==> src/rtl/i2s_tx.sv <==
// I2S master transmitter: divides HCLK down to BCLK, frames stereo samples from a small
// internal FIFO and shifts them out MSB first with the standard one-BCLK WS delay.
module i2s_tx #(
  parameter int unsigned DATA_W     = 16,
  parameter int unsigned SLOT_W     = 32,
  parameter int unsigned CLK_DIV    = 4,
  parameter int unsigned FIFO_DEPTH = 4
) (
  input  logic                          HCLK,
  input  logic                          HRESET,
  input  logic                          en,
  input  logic [2*DATA_W-1:0]           wr_data,
  input  logic                          wr_valid,
  output logic                          wr_ready,
  output logic                          i2s_clk,
  output logic                          ws,
  output logic                          sd_out,
  output logic [$clog2(FIFO_DEPTH):0]   fifo_level,
  output logic                          underrun
);

  localparam int unsigned AW = (FIFO_DEPTH > 1) ? $clog2(FIFO_DEPTH) : 1;
  localparam int unsigned LW = $clog2(FIFO_DEPTH) + 1;
  localparam int unsigned BW = $clog2(2 * SLOT_W);
  localparam int unsigned DW = (CLK_DIV > 1) ? $clog2(CLK_DIV) : 1;
  localparam int unsigned IW = (DATA_W > 1) ? $clog2(DATA_W) : 1;
  localparam logic [BW-1:0] BMAX = BW'(2 * SLOT_W - 1);

  logic [2*DATA_W-1:0] mem_q [0:(1<<AW)-1];
  logic [AW-1:0]       wr_ptr_q, rd_ptr_q;
  logic [LW-1:0]       level_q;
  logic                full, empty, push, pop;

  logic                active_q, active_d;
  logic [DW-1:0]       div_q, div_d;
  logic                clk_q, clk_d;
  logic [BW-1:0]       b_q, b_d;
  logic [DATA_W-1:0]   left_q, left_d, right_q, right_d;
  logic                ws_q, ws_d, sd_q, sd_d, under_q, under_d;
  logic                load, bit_start, sel;
  logic [BW-1:0]       p, bn;
  logic [IW-1:0]       idx;
  logic [DATA_W-1:0]   word;

  assign full     = (level_q == LW'(FIFO_DEPTH));
  assign empty    = (level_q == '0);
  // Held low during reset so nothing is written into a FIFO being cleared.
  assign wr_ready = !HRESET && !full;
  assign push     = wr_valid && wr_ready;
  assign pop      = load && !empty;

  always_comb begin
    active_d  = active_q;
    div_d     = div_q;
    clk_d     = clk_q;
    b_d       = b_q;
    left_d    = left_q;
    right_d   = right_q;
    ws_d      = ws_q;
    sd_d      = sd_q;
    load      = 1'b0;
    bit_start = 1'b0;
    sel       = 1'b0;
    p         = '0;
    bn        = '0;
    idx       = '0;
    word      = '0;

    if (!en) begin
      active_d = 1'b0;
      div_d    = '0;
      clk_d    = 1'b0;
      b_d      = '0;
      ws_d     = 1'b0;
      sd_d     = 1'b0;
    end else if (!active_q) begin
      active_d  = 1'b1;
      div_d     = '0;
      clk_d     = 1'b0;
      b_d       = '0;
      load      = 1'b1;
      bit_start = 1'b1;
    end else if (div_q == DW'(CLK_DIV - 1)) begin
      div_d = '0;
      clk_d = !clk_q;
      if (clk_q) begin
        b_d       = (b_q == BMAX) ? '0 : b_q + 1'b1;
        load      = (b_d == '0);
        bit_start = 1'b1;
      end
    end else begin
      div_d = div_q + 1'b1;
    end

    if (load) begin
      {left_d, right_d} = empty ? '0 : mem_q[rd_ptr_q];
    end

    // Outputs for the new bit are computed from next-state values so they appear
    // together with the bit-start edge and stay stable across the rising edge.
    if (bit_start) begin
      sel  = (b_d >= BW'(SLOT_W));
      p    = sel ? b_d - BW'(SLOT_W) : b_d;
      bn   = (b_d == BMAX) ? '0 : b_d + 1'b1;
      ws_d = (bn >= BW'(SLOT_W));
      word = sel ? right_d : left_d;
      idx  = IW'(DATA_W - 1) - IW'(p);
      sd_d = (p < BW'(DATA_W)) ? word[idx] : 1'b0;
    end
  end

  assign under_d = load && empty;

  always_ff @(posedge HCLK) begin
    if (HRESET) begin
      wr_ptr_q <= '0;
      rd_ptr_q <= '0;
      level_q  <= '0;
      active_q <= 1'b0;
      div_q    <= '0;
      clk_q    <= 1'b0;
      b_q      <= '0;
      left_q   <= '0;
      right_q  <= '0;
      ws_q     <= 1'b0;
      sd_q     <= 1'b0;
      under_q  <= 1'b0;
    end else begin
      if (push) wr_ptr_q <= wr_ptr_q + 1'b1;
      if (pop)  rd_ptr_q <= rd_ptr_q + 1'b1;
      if (push && !pop)      level_q <= level_q + 1'b1;
      else if (pop && !push) level_q <= level_q - 1'b1;
      active_q <= active_d;
      div_q    <= div_d;
      clk_q    <= clk_d;
      b_q      <= b_d;
      left_q   <= left_d;
      right_q  <= right_d;
      ws_q     <= ws_d;
      sd_q     <= sd_d;
      under_q  <= under_d;
    end
  end

  always_ff @(posedge HCLK) begin
    if (push) mem_q[wr_ptr_q] <= wr_data;
  end

  assign i2s_clk    = clk_q;
  assign ws         = ws_q;
  assign sd_out     = sd_q;
  assign underrun   = under_q;
  assign fifo_level = level_q;

endmodule

==> config.mk <==
export PLATFORM = sky130hd
export DESIGN_NAME = i2s_tx
export DESIGN_NICKNAME = d
export VERILOG_FILES = /design/src/rtl/i2s_tx.sv
export SDC_FILE = /design/constraint.sdc
export NUM_CORES = 1
export LEC_CHECK = 0
export ABC_AREA = 0
export BUFFER_PORTS_ARGS = -buffer_cell sky130_fd_sc_hd__buf_2
export CAP_MARGIN = 10
export CORE_MARGIN = 5
export CORE_UTILIZATION = 50
export DETAILED_ROUTE_END_ITERATION = 7
export PLACE_DENSITY = 0.8
export SYNTH_ARGS = -nofsm -noshare
export SYNTH_HDL_FRONTEND = slang
export SYNTH_SLANG_ARGS = --single-unit
==> constraint.sdc <==
create_clock -name HCLK -period 3.1 [get_ports HCLK]
set_input_delay 0.155 -clock HCLK [delete_from_list [all_inputs] [get_ports HCLK]]
set_output_delay 0.155 -clock HCLK [all_outputs]
set_load 0.01 [all_outputs]
* Word level (Yosys, flattened, before mapping)
Memory sizes are Yosys's and may differ from the RTL's. A register that Yosys moved wholly into a read port is not among the register bits.
Index checks and enable logic that the tools add are counted.
** Word-level totals
- Register bits :: 52
- Bits in writable memories :: 128
- Bits of input ports :: 36
- Output and inout port bits :: 8
- Logic and storage cells :: 82
- Memories :: 1
** Operators by class
- Add/subtract/negate cells :: 9
- Magnitude comparators :: 4
- Equality and inequality tests :: 5
- Multiplexer cells :: 32
- Bitwise gates (word level) :: 2
- Reduce and logical (&&, ||, !) cells :: 17
** Memory list
- mem_q :: words 4, bits a word 32, read ports 1, clocked after Yosys merged registers in 1, wr ports 1, RTL line 29 : logic [2*DATA_W-1:0] mem_q [0:(1<<AW)-1];
** Operators with widths (count)
- $mux 16 :: 3
- $mux 6 :: 7
- $mux 32 :: 1
- $mux 1 :: 16
- $add 6x1->6 const B :: 2
- $eq 6x6->1 const B :: 2
- $ge 6x6->1 const B :: 2
- $add 2x1->2 const B :: 3
- $logic_and 1x1->1 :: 6
- $logic_not 1->1 :: 6
- $logic_not 6->1 :: 1
- $lt 6x5->1 const B :: 1
- $mux 3 :: 2
- $sub 6x6->6 const B :: 1
- $lt 4x5->1 const B :: 1
- $bmux 1 s4 :: 1
- $mux 2 :: 2
- $reduce_or 4->1 :: 1
- $sub 4x4->4 const A :: 1
- $add 3x1->3 const B :: 1
- $eq 3x3->1 const B :: 1
- $logic_not 3->1 :: 1
- $reduce_or 3->1 :: 1
- $sub 3x1->3 const B :: 1
- 4 further kinds :: 5

* Depth between registers and ports, before layout
Gate-level depths: netlist of run 1.
- Depth after elaboration :: 13
- Gate-level depth with buffers :: 14
- Gate-level depth less buffers :: 12

* Worst setup path after synthesis of run 1
OpenSTA, ideal clock, no wires.
- Path type :: register to register
- Start point :: register b_q[0]
- End point :: register level_q[2], in the netlist fifo_level[2]
- Library setup time :: 0.071 ns
- Arrival time :: 2.815 ns
- Required time :: 3.029 ns
- Setup slack :: 0.214 ns
- Cell stages (with the launch flop) :: 15
- Path buffers :: 2
- Period minus slack after synthesis :: 2.886 ns
- Cell sequence :: dfxtp_1 ha_1 buf_2 and4_1 o21ai_1 a311o_4 a21boi_2 buf_2 inv_1 ha_1 inv_1 fa_1 xor2_1 or3_1 a21oi_1
** Between the ends
- Cells in the longest elaborated chain, start to end :: 11
- Elaborated cells on any way between the ends :: 14
- Those cells by class :: add/sub: 1; eq/ne: 1; mux: 6; reduce/logical: 6
** Ends and longest elaborated chain
- start: declaration :: RTL line 37 : logic [BW-1:0] b_q, b_d;
- start signal: assignment :: RTL line 122 : b_q <= '0;
- start signal: assignment :: RTL line 136 : b_q <= b_d;
- $add 6x1->6 / $eq 6x6->1 (equally long branches) :: RTL line 87 : b_d = (b_q == BMAX) ? '0 : b_q + 1'b1;
- $mux 6 (*) :: RTL line 87
- $logic_not 6->1 (*) :: RTL line 88 : load = (b_d == '0);
- $mux 1 (*) :: RTL line 86 : if (clk_q) begin
- $mux 1 (*) :: RTL line 83 : end else if (div_q == DW'(CLK_DIV - 1)) begin
- $mux 1 (*) :: RTL line 76 : end else if (!active_q) begin
- $mux 1 (*) :: RTL line 69 : if (!en) begin
- $logic_and 1x1->1 (*) :: RTL line 50 : assign pop = load && !empty;
- $logic_not 1->1 :: RTL line 131 : if (push && !pop) level_q <= level_q + 1'b1;
- $logic_and 1x1->1 :: RTL line 131
- $mux 3 / $reduce_bool 2->1 (equally long branches)
- end signal: assignment :: RTL line 131
- end signal: assignment :: RTL line 132 : else if (pop && !push) level_q <= level_q - 1'b1;
- end: declaration :: RTL line 31 : logic [LW-1:0] level_q;
Every way passes the cells marked *; elsewhere a longest branch is shown, timed or not.
A chain may end at the register's enable or synchronous reset.

* Worst setup path after layout of run 1
- Start point :: register div_q[0]
- End point :: register sd_q, in the netlist sd_out
** Between the ends
- Cells in the longest elaborated chain, start to end :: 11
- Elaborated cells on any way between the ends :: 23
- Those cells by class :: add/sub: 2; order compare: 2; eq/ne: 2; mux: 17
** Ends and longest elaborated chain
- start: declaration :: RTL line 35 : logic [DW-1:0] div_q, div_d;
- start signal: assignment :: RTL line 134 : div_q <= div_d;
- $eq 2x2->1 (*) :: RTL line 83
- $mux 6 :: RTL line 83
- $mux 6 :: RTL line 76
- $mux 6 :: RTL line 69
- $sub 6x6->6 / $ge 6x6->1 (equally long branches) :: RTL line 103, 102
- $mux 6 :: RTL line 103 : p = sel ? b_d - BW'(SLOT_W) : b_d;
- $sub 4x4->4 :: RTL line 107 : idx = IW'(DATA_W - 1) - IW'(p);
- $bmux 1 s4 :: RTL line 108 : sd_d = (p < BW'(DATA_W)) ? word[idx] : 1'b0;
- $mux 1 (not written as such) :: RTL line 108
- $mux 1 :: RTL line 108
- $mux 1 :: RTL line 101 : if (bit_start) begin
- end signal: assignment :: RTL line 126 : sd_q <= 1'b0;
- end signal: assignment :: RTL line 140 : sd_q <= sd_d;
- end: declaration :: RTL line 39 : logic ws_q, ws_d, sd_q, sd_d, under_q, under_d;
Every way passes the cells marked *; elsewhere a longest branch is shown, timed or not. The select of a mux whose other input is x is not followed.

==> results of run 1 <==
[state kept, by name (all words and copies together) (netlist names), named ones only]
register,count
fifo_level,3
right_q,16
rd_ptr_q,2
div_q,2
ws,1
active_q,1
left_q,16
mem_q,128
sd_out,1
b_q,6
wr_ptr_q,2
underrun,1
i2s_clk,1
[timing repair]
action / in CTS / in global routing
hold endpoints to repair: 128 / 0
hold buffers: 32 / 0
setup endpoints to repair: 0 / 3
gates resized for setup: 0 / 3
buffers inserted: 0 / 0
[worst min-delay path: stages]
cell,delay [ns]
buf_2,0.13
inv_1,0.09
nor2_1,0.06
[where the power goes]
group / internal (mW) / leakage [nW] / switching (mW)
logic: 0.575 / 1.15 / 0.689
registers: 2.83 / 1.60 / 0.114
clock network: 1.52 / 0.322 / 0.904
[area by class of cell]
type	count	share of cell area, %
well taps	188	2.62
flip-flops and latches	182	54.8
clock inverters	14	2.74
clock buffers	17	4.73
inverters	8	0.334
multi-input cells	304	27.1
repair buffers	95	7.63
[per-stage QoR]
stage | std cells | hold WS (ns)
after floorplan | 526 | 0.254
after global placement | 745 | 0.364
after detailed placement | 745 | 0.371
after CTS | 808 | 0.0420
after global routing | 808 | 0.0569
final | 808 | 0.0602
[synth_stat cells, types with 3 or more instances]
cell type  number
inv_1           8
edfxtp_1      128
buf_2          11
a211oi_1        7
nand2_1        49
and2_1          8
mux2i_1         5
a22oi_1         4
a31oi_1         5
mux4_2         32
and3_1          9
nor3_1          7
o31ai_1         6
dfxtp_1        54
o211ai_1        3
nor2_1         32
a21oi_1        36
xnor2_1         7
o21ai_0         4
clkbuf_1       16
xor2_1          4
nand3_1        26
ha_1            8
or4_1           4
[cell families (layout without fill, tap and decap cells)]
kind of cell,after synthesis,count (layout),synth area share [%]
DFF,182,182,65.3
and+or+nand+nor,153,153,10.2
AOI/OAI and AO/OA,91,91,8.39
muxes,40,40,10.7
buffers and inverters,40,134,2.57
xor gates and xnor gates,11,11,1.28
adders and majority gates,9,9,1.59
[worst max-delay path by stage]
stage	endpoint	slack (ns)	depth (start not counted)	startpoint
floorplan	fifo_level[2]	0.21	14	b_q[0]
global placement	sd_out	0.22	10	b_q[0]
detailed placement	fifo_level[2]	0.11	12	b_q[0]
CTS	fifo_level[2]	0.10	12	b_q[0]
global route	sd_out	0.06	10	b_q[1]
finish	sd_out	0.24	9	div_q[0]
[metal layers]
layer	track usage (%)	share of wire, %	vias up
met4	7.97	2.8	0
met3	4.26	4.9	26
met5	0	0	-
met1	24.1	43	2331
li1	-	-	2185
met2	30.8	50	154
==> results.txt, run 1 <==
Rel. slew slack: 57.8%
DRC violations left: 0
final wirelength: 15.8 mm
Core ar.: 15000 µm²
# diodes: 0
Peak VDD IR: 0.000428 V
fmax: 0.350 GHz
Final min period: 2.86 ns
CP Class: flip-flop to flip-flop
worst setup margin: 0.243 ns
synthesis-stage register bit count: 182
status: finished clean
r2r setup slk: 0.24 ns
FF-to-FF path depth: 9
Worst Skew: 0.00942 ns
Worst-Skew Late Latency: 0.42 ns
Hold Path End: active_q
Ys Warns: 0
Initial DRT Pass Iterations: 4
Setup WS pre-CTS: 0.110 ns
Starting Density: 50.4%
TNS Setup: 0 ns
final instance area: 8990 µm²
endpoint class of the critical path: flip-flop
Power, Total: 6.63 mW
global-route wire length before repair: 25.6 mm
TritonCTS buffer count: 17
initial antenna violation count: 0
CTS root buf: clkbuf_16
Reg area: 4930 µm²
CTS tree: done
CTS Buffer Depth: 2
final number of hold-violating endpoints: 0
commonest non-fill, non-tap cell in the layout: edfxtp_1
Worst EP arrival: 3.21 ns
die footprint: 17700 µm²
commonest cells after routing, fill and taps aside: edfxtp_1, dfxtp_1, nand2_1
CP top delay family: simple AND/OR/NAND/NOR gates
share of the clock period used by the worst path: 92.2%
vias in the first global route: 4835
routed len/inst: 19.5 µm
Min-Delay Startpoint: en
Hold Crit Depth: 3
Slew @ Worst Pin: 0.629 ns
Top FF cell, synth: edfxtp_1
WP data required: 3.45 ns
Overall Global Routing Usage: 18.8%
IO Pins: 44
gpl congestion: 0.950
max cap viols: 0
largest net degree at the start of global routing: 54
PortBufs: 43
Clock Sink Count: 182
PwrDens: 738 nW/µm²
average size of a mapped cell: 14.3 µm²
ranking of synthesized cells by area: edfxtp_1, dfxtp_1, mux4_2
die height: 133 µm
CP max FO: 11
post-synthesis cell count: 526
Final #Nets: 653
sequential area share after synthesis: 65.3%
Placed Area: 7990 µm²
Final Max Tran Viols: 0
syn nets: 571
RSZ-0062 raised after global routing: no
# setup viols final: 0
layout cells sized above 1: 23.9%
post-synth top area cell: edfxtp_1
Layout Utilization: 60.0%
synthesized area: 7550 µm²
Die W: 133 µm
crit path cell chain: ha_1 -> and2_1 -> a41oi_2 -> or3_4 -> mux2i_1 -> o211ai_1 -> o21ai_0 -> or4_1 -> a31oi_1
Vias: 4696
H-Tree Depth: 4
Leak Pwr: 3.07 nW
via-per-instance ratio: 5.81
# fillers: 1137
DRT iter0 DRCs: 364
Synth top area share: 50.9%
worst r2r dst: sd_out
total gr overflow: 0
number of synthesized flops with an enable pin: 128
clk slew on worst S/H paths: 0.07 ns
Critical Path Max Stage Delay: 0.53 ns
RR Startpoint: div_q[0]
# rows: 45
Synth cell types: 67
Critical-path top delay cell: or4_1
Area Overhead vs Synth: 19.1%
Routed Antenna Nets: 0
Post-DP HPWL: 10.1 mm
WP buf/inv: 0
CP startpoint kind: flip-flop
min-delay worst type: input pin to flip-flop
asr flop ratio synth: 0%
Multi-input gate area: 2440 µm²
Note: power is estimated with default switching activity, not from simulation.
==> run 2: changes to the inputs <==
--- a/config.mk
+++ b/config.mk
@@ -10,8 +10,9 @@
 export CAP_MARGIN = 10
 export CORE_MARGIN = 5
 export CORE_UTILIZATION = 50
+export CTS_BUF_LIST = sky130_fd_sc_hd__clkbuf_4 sky130_fd_sc_hd__clkbuf_8 sky130_fd_sc_hd__clkbuf_16
 export DETAILED_ROUTE_END_ITERATION = 7
-export PLACE_DENSITY = 0.8
+export PLACE_DENSITY = 0.77
 export SYNTH_ARGS = -nofsm -noshare
 export SYNTH_HDL_FRONTEND = slang
 export SYNTH_SLANG_ARGS = --single-unit
==> run 2 against run 1 <==
Against the previous run:
- worst hold slack better by 0.029 ns
- non-clock buffer count did not move
- core utilization down 0.35 points
- flip-flop and latch count did not move
- die area stayed put
- power fell by 3.0%
- critical path depth is 1 higher
- routed wire length shrank 0.39%
- first-iteration DRC count fell by 17%
- combinational power about the same
- critical path type unchanged
- critical endpoint unchanged
- largest power group unchanged
==> results.txt, run 2 (synthesis results as in run 1) <==
status: finished clean
RR Startpoint: b_q[1]
commonest cells after routing, fill and taps aside: edfxtp_1, dfxtp_1, nand2_1
gpl congestion: 0.952
crit path cell chain: ha_2 -> a31oi_1 -> o21ai_2 -> a311o_4 -> buf_4 -> nand2_2 -> o211ai_1 -> o21ai_0 -> or4_1 -> a31oi_1
endpoint class of the critical path: flip-flop
CP Class: flip-flop to flip-flop
Post-DP HPWL: 10.1 mm
DRT iter0 DRCs: 301
largest net degree at the start of global routing: 54
Final Max Tran Viols: 0
CTS Buffer Depth: 2
FF-to-FF path depth: 10
PortBufs: 43
final number of hold-violating endpoints: 0
final wirelength: 15.7 mm
biggest regs: mem_q: 128 flops, left_q: 16 flops, right_q: 16 flops
Setup WS pre-CTS: 0.165 ns
via-per-instance ratio: 5.87
WP data required: 3.46 ns
Power, Total: 6.43 mW
max cap viols: 0
Peak VDD IR: 0.000544 V
DRC violations left: 0
Layout Utilization: 59.7%
fmax: 0.350 GHz
# rows: 45
Critical-path top delay cell: or4_1
non-filler cells in the finished layout: 808
CTS tree: done
max reg flops: 128
# diodes: 0
Critical Path Max Stage Delay: 0.52 ns
Routed Antenna Nets: 0
worst r2r dst: sd_out
Area Overhead vs Synth: 18.4%
dpl cells: 745
routed len/inst: 19.5 µm
vias in the first global route: 4815
min-delay worst type: input pin to flip-flop
layout cells sized above 1: 23.7%
CP max FO: 13
Rel. slew slack: 60.1%
H-Tree Depth: 4
total gr overflow: 0
Worst Skew: 0.0140 ns
Biggest register: mem_q
Overall Global Routing Usage: 18.7%
Initial DRT Pass Iterations: 5
commonest non-fill, non-tap cell in the layout: edfxtp_1
Final min period: 2.86 ns
CTS root buf: clkbuf_16
die footprint: 17700 µm²
PwrDens: 720 nW/µm²
r2r setup slk: 0.24 ns
Worst EP arrival: 3.21 ns
TritonCTS buffer count: 17
Die W: 133 µm
die height: 133 µm
Hold Crit Depth: 3
TNS Setup: 0 ns
IO Pins: 44
Core ar.: 15000 µm²
RSZ-0062 raised after global routing: no
share of the clock period used by the worst path: 92.1%
Final #Nets: 653
crit-path most repeated cell: a31oi_1
CP startpoint kind: flip-flop
clk slew on worst S/H paths: 0.06 ns
Starting Density: 50.4%
Min-Delay Startpoint: en
worst setup margin: 0.244 ns
global-route wire length before repair: 25.5 mm
Slew @ Worst Pin: 0.596 ns
Hold Path End: active_q
# setup viols final: 0
initial antenna violation count: 0
crit path from: b_q[1]
Worst-Skew Late Latency: 0.43 ns
Vias: 4744
Clock Sink Count: 182
Leak Pwr: 3.04 nW
run 2: changes by cell type in the layout (fill, tap and decap cells not counted), sizes merged:
cell / change
bufinv: -2
clkinv: -2
clkbuf: +3
inv: -1
clkinvlp: +2
run 2: timing repair:
| action | in CTS | in global routing |
|---|---|---|
| hold buffers | 32 | 0 |
| endpoints found under the setup margin | 0 | 2 |
| setup buffers | 0 | 0 |
| resized for setup | 0 | 2 |
| hold endpoints to repair | 128 | 0 |
run 2: final cells by class:
cell class	instances	area [µm²]
timing repair buffer	95	686
sequential	182	4930
fill	1146	6040
multi-input combinational	304	2440
tap	188	235
clock inverter	11	173
inverter	8	30.0
clock buffer	20	448
run 2: metrics by stage:
| step | area (µm²) | hold WS (ns) |
|---|---|---|
| 2_1_floorplan | 7550 | 0.254 |
| 3_3_place_gp | 7990 | 0.364 |
| 3_5_place_dp | 7990 | 0.372 |
| 4_1_cts | 8930 | 0.0819 |
| 5_1_grt | 8930 | 0.0925 |
| 6_report | 8930 | 0.0895 |
run 2: how the worst max path moves through the flow:
stage	cells past startpoint	end
3_3_place_gp	10	sd_out
2_1_floorplan	14	fifo_level[2]
4_1_cts	10	sd_out
6_report	10	sd_out
5_1_grt	10	sd_out
3_5_place_dp	10	sd_out
run 2: per-layer routing:
metal  global-route usage, %  up-vias  part of all wire (%)  wire length, µm
met2                    30.2      153                    50             7850
met5                       0        -                     0                0
met1                    24.3     2365                    42             6550
met3                    4.33       32                   5.6              879
li1                        -     2194                     -                -
met4                    8.14        0                   2.8              437
run 2: critical path: cells and delay by family (launching register included):
kind                       cells  cell delay [ns]
adders and majority gates      1             0.34
and+or+nand+nor                2             0.68
AOI/OAI and AO/OA              6             1.11
buffers and inverters          1             0.20
DFF                            1             0.47
run 2: report_power, final:
part / switching, mW / leakage, nW / internal [mW]
Combinational: 0.675 / 1.15 / 0.559
Sequential: 0.123 / 1.60 / 2.83
Clock: 0.873 / 0.293 / 1.37
==> run 3: changes to the inputs <==
--- a/config.mk
+++ b/config.mk
@@ -12,7 +12,8 @@
 export CORE_UTILIZATION = 50
 export CTS_BUF_LIST = sky130_fd_sc_hd__clkbuf_4 sky130_fd_sc_hd__clkbuf_8 sky130_fd_sc_hd__clkbuf_16
 export DETAILED_ROUTE_END_ITERATION = 7
-export PLACE_DENSITY = 0.77
+export PLACE_DENSITY = 0.74
+export SKIP_LAST_GASP = 1
 export SYNTH_ARGS = -nofsm -noshare
 export SYNTH_HDL_FRONTEND = slang
 export SYNTH_SLANG_ARGS = --single-unit
==> constraint.sdc (replaced) <==
create_clock -name HCLK -period 3.45 [get_ports HCLK]
set_input_delay 0.1725 -clock HCLK [delete_from_list [all_inputs] [get_ports HCLK]]
set_output_delay 0.1725 -clock HCLK [all_outputs]
set_load 0.01 [all_outputs]
==> run 3 against run 2 <==
Against the previous run:
- via count fell by 2.2%
- non-clock buffer count shrank 7
- routed wire length decreased by 4.2%
- register-to-register slack better by 0.05 ns
- clock skew fell by 0.0074 ns
- sequential share of layout area up 0.44 points
- fmax shrank 9.6%
- worst setup slack gained 0.047 ns
- first-iteration DRC count grew 21%
- cell area decreased by 0.80%
- critical path type unchanged
- critical endpoint is now fifo_level[2]
- largest cell class unchanged
- largest power group unchanged
==> results.txt, run 3 (synthesis results as in run 1) <==
status: finished clean
Final min period: 3.16 ns
die height: 133 µm
clk slew on worst S/H paths: 0.07 ns
Reg power frac: 46.4%
Comb pwr share: 19.6%
Hold Crit Depth: 3
max reg flops: 128
CP startpoint kind: flip-flop
Worst Skew: 0.00663 ns
Rel. slew slack: 57.5%
Area Overhead vs Synth: 17.4%
CTS Buffer Depth: 2
commonest non-fill, non-tap cell in the layout: edfxtp_1
total gr overflow: 0
Leak Pwr: 3.00 nW
Worst EP arrival: 3.51 ns
Clock Sink Count: 182
Routed Antenna Nets: 0
worst r2r dst: fifo_level[2]
P_sw: 1.54 mW
final wirelength: 15.1 mm
gpl congestion: 0.881
crit path cell chain: ha_1 -> a31oi_1 -> o21ai_1 -> a311o_4 -> a21boi_2 -> inv_1 -> ha_1 -> inv_1 -> fa_1 -> xor2_1 -> or3_1 -> a21oi_1
vias in the first global route: 4753
RSZ-0062 raised after global routing: no
CP top delay family: compound AO/OA/AOI/OAI gates
RR Startpoint: b_q[0]
CP Class: flip-flop to flip-flop
biggest regs: mem_q: 128 flops, left_q: 16 flops, right_q: 16 flops
max cap viols: 0
Initial DRT Pass Iterations: 5
via-per-instance ratio: 5.78
# rows: 45
Pint: 4.15 mW
Critical-path top delay cell: dfxtp_1
fmax: 0.317 GHz
endpoint class of the critical path: flip-flop
Final #Nets: 646
TNS Setup: 0 ns
DRC violations left: 0
final instance area: 8860 µm²
Overall Global Routing Usage: 17.9%
CP max FO: 14
Vias: 4639
min-delay worst type: input pin to flip-flop
IO Pins: 44
Hold Path End: active_q
H-Tree Depth: 4
Peak VDD IR: 0.000372 V
# fillers: 1125
Min-Delay Startpoint: en
Net Sw Frac: 27.1%
Placed Area: 7940 µm²
Core ar.: 15000 µm²
DRT iter0 DRCs: 364
CTS tree: done
largest net degree at the start of global routing: 54
Final Max Tran Viols: 0
WP buf/inv: 2
Biggest register: mem_q
TritonCTS buffer count: 17
# diodes: 0
FF-to-FF path depth: 12
final number of hold-violating endpoints: 0
WP data required: 3.80 ns
Die W: 133 µm
commonest cells after routing, fill and taps aside: edfxtp_1, dfxtp_1, nand2_1
Post-DP HPWL: 9.72 mm
global-route wire length before repair: 24.7 mm
r2r setup slk: 0.29 ns
Power, Total: 5.69 mW
CTS root buf: clkbuf_16
PwrDens: 642 nW/µm²
share of the clock period used by the worst path: 91.6%
# setup viols final: 0
initial antenna violation count: 0
Worst-Skew Late Latency: 0.42 ns
PortBufs: 43
layout cells sized above 1: 22.6%
routed len/inst: 18.8 µm
Slew @ Worst Pin: 0.633 ns
Starting Density: 50.4%
Critical Path Max Stage Delay: 0.49 ns
die footprint: 17700 µm²
Clock power frac: 34.1%
## run 3: worst max-delay path by stage
stage	from	end	slack [ns]	cells past startpoint
floorplan	b_q[0]	fifo_level[2]	0.56	14
global placement	b_q[0]	sd_out	0.42	9
detailed placement	b_q[0]	sd_out	0.27	9
CTS	b_q[0]	sd_out	0.24	9
global route	b_q[0]	fifo_level[2]	0.02	12
finish	b_q[0]	fifo_level[2]	0.29	12
## run 3: worst min-delay path, stage by stage
cell and delay, ns:
buf_2 0.13, inv_1 0.09, nor2_1 0.06
## run 3: final cells by class
class	instances	area, µm²	area share [%]
Clock buffer	18	439	4.95
Clock inverter	14	164	1.85
Inverter	8	30.0	0.339
Multi-Input combinational cell	304	2440	27.5
Sequential cell	182	4930	55.6
Tap cell	188	235	2.65
Timing Repair Buffer	88	633	7.14
## run 3: per-stage QoR
step | std cells | hold WS, ns | worst slack, ns | util (%)
final | 802 | 0.0899 | 0.291 | 59.2
after global routing | 802 | 0.0932 | 0.0228 | 59.2
after CTS | 802 | 0.0676 | 0.237 | 59.1
after detailed placement | 738 | 0.391 | 0.265 | 53.0
after global placement | 738 | 0.382 | 0.425 | 53.0
after floorplan | 526 | 0.271 | 0.564 | -
## run 3: power by group through the flow
stage / logic, mW / clock network (mW) / registers (mW)
CTS: 1.12 / 1.97 / 2.64
global placement: 1.07 / 0 / 2.68
detailed placement: 1.09 / 0 / 2.69
global route: 1.23 / 2.06 / 2.66
finish: 1.11 / 1.94 / 2.64
floorplan: 0.788 / 0 / 2.66
## run 3: routing by layer
metal / vias up / GRT usage [%] / share of wire, %
li1: 2167 / - / -
met1: 2335 / 23.2 / 43
met2: 114 / 30.0 / 51
met3: 23 / 3.84 / 4.2
met4: 0 / 6.06 / 1.6
met5: - / 0 / 0
## run 3: repair_timing
action / CTS / global route
resized for setup: 0 / 1
hold endpoints to repair: 128 / 0
endpoints found under the setup margin: 0 / 1
setup buffers: 0 / 0
hold buffers: 32 / 0
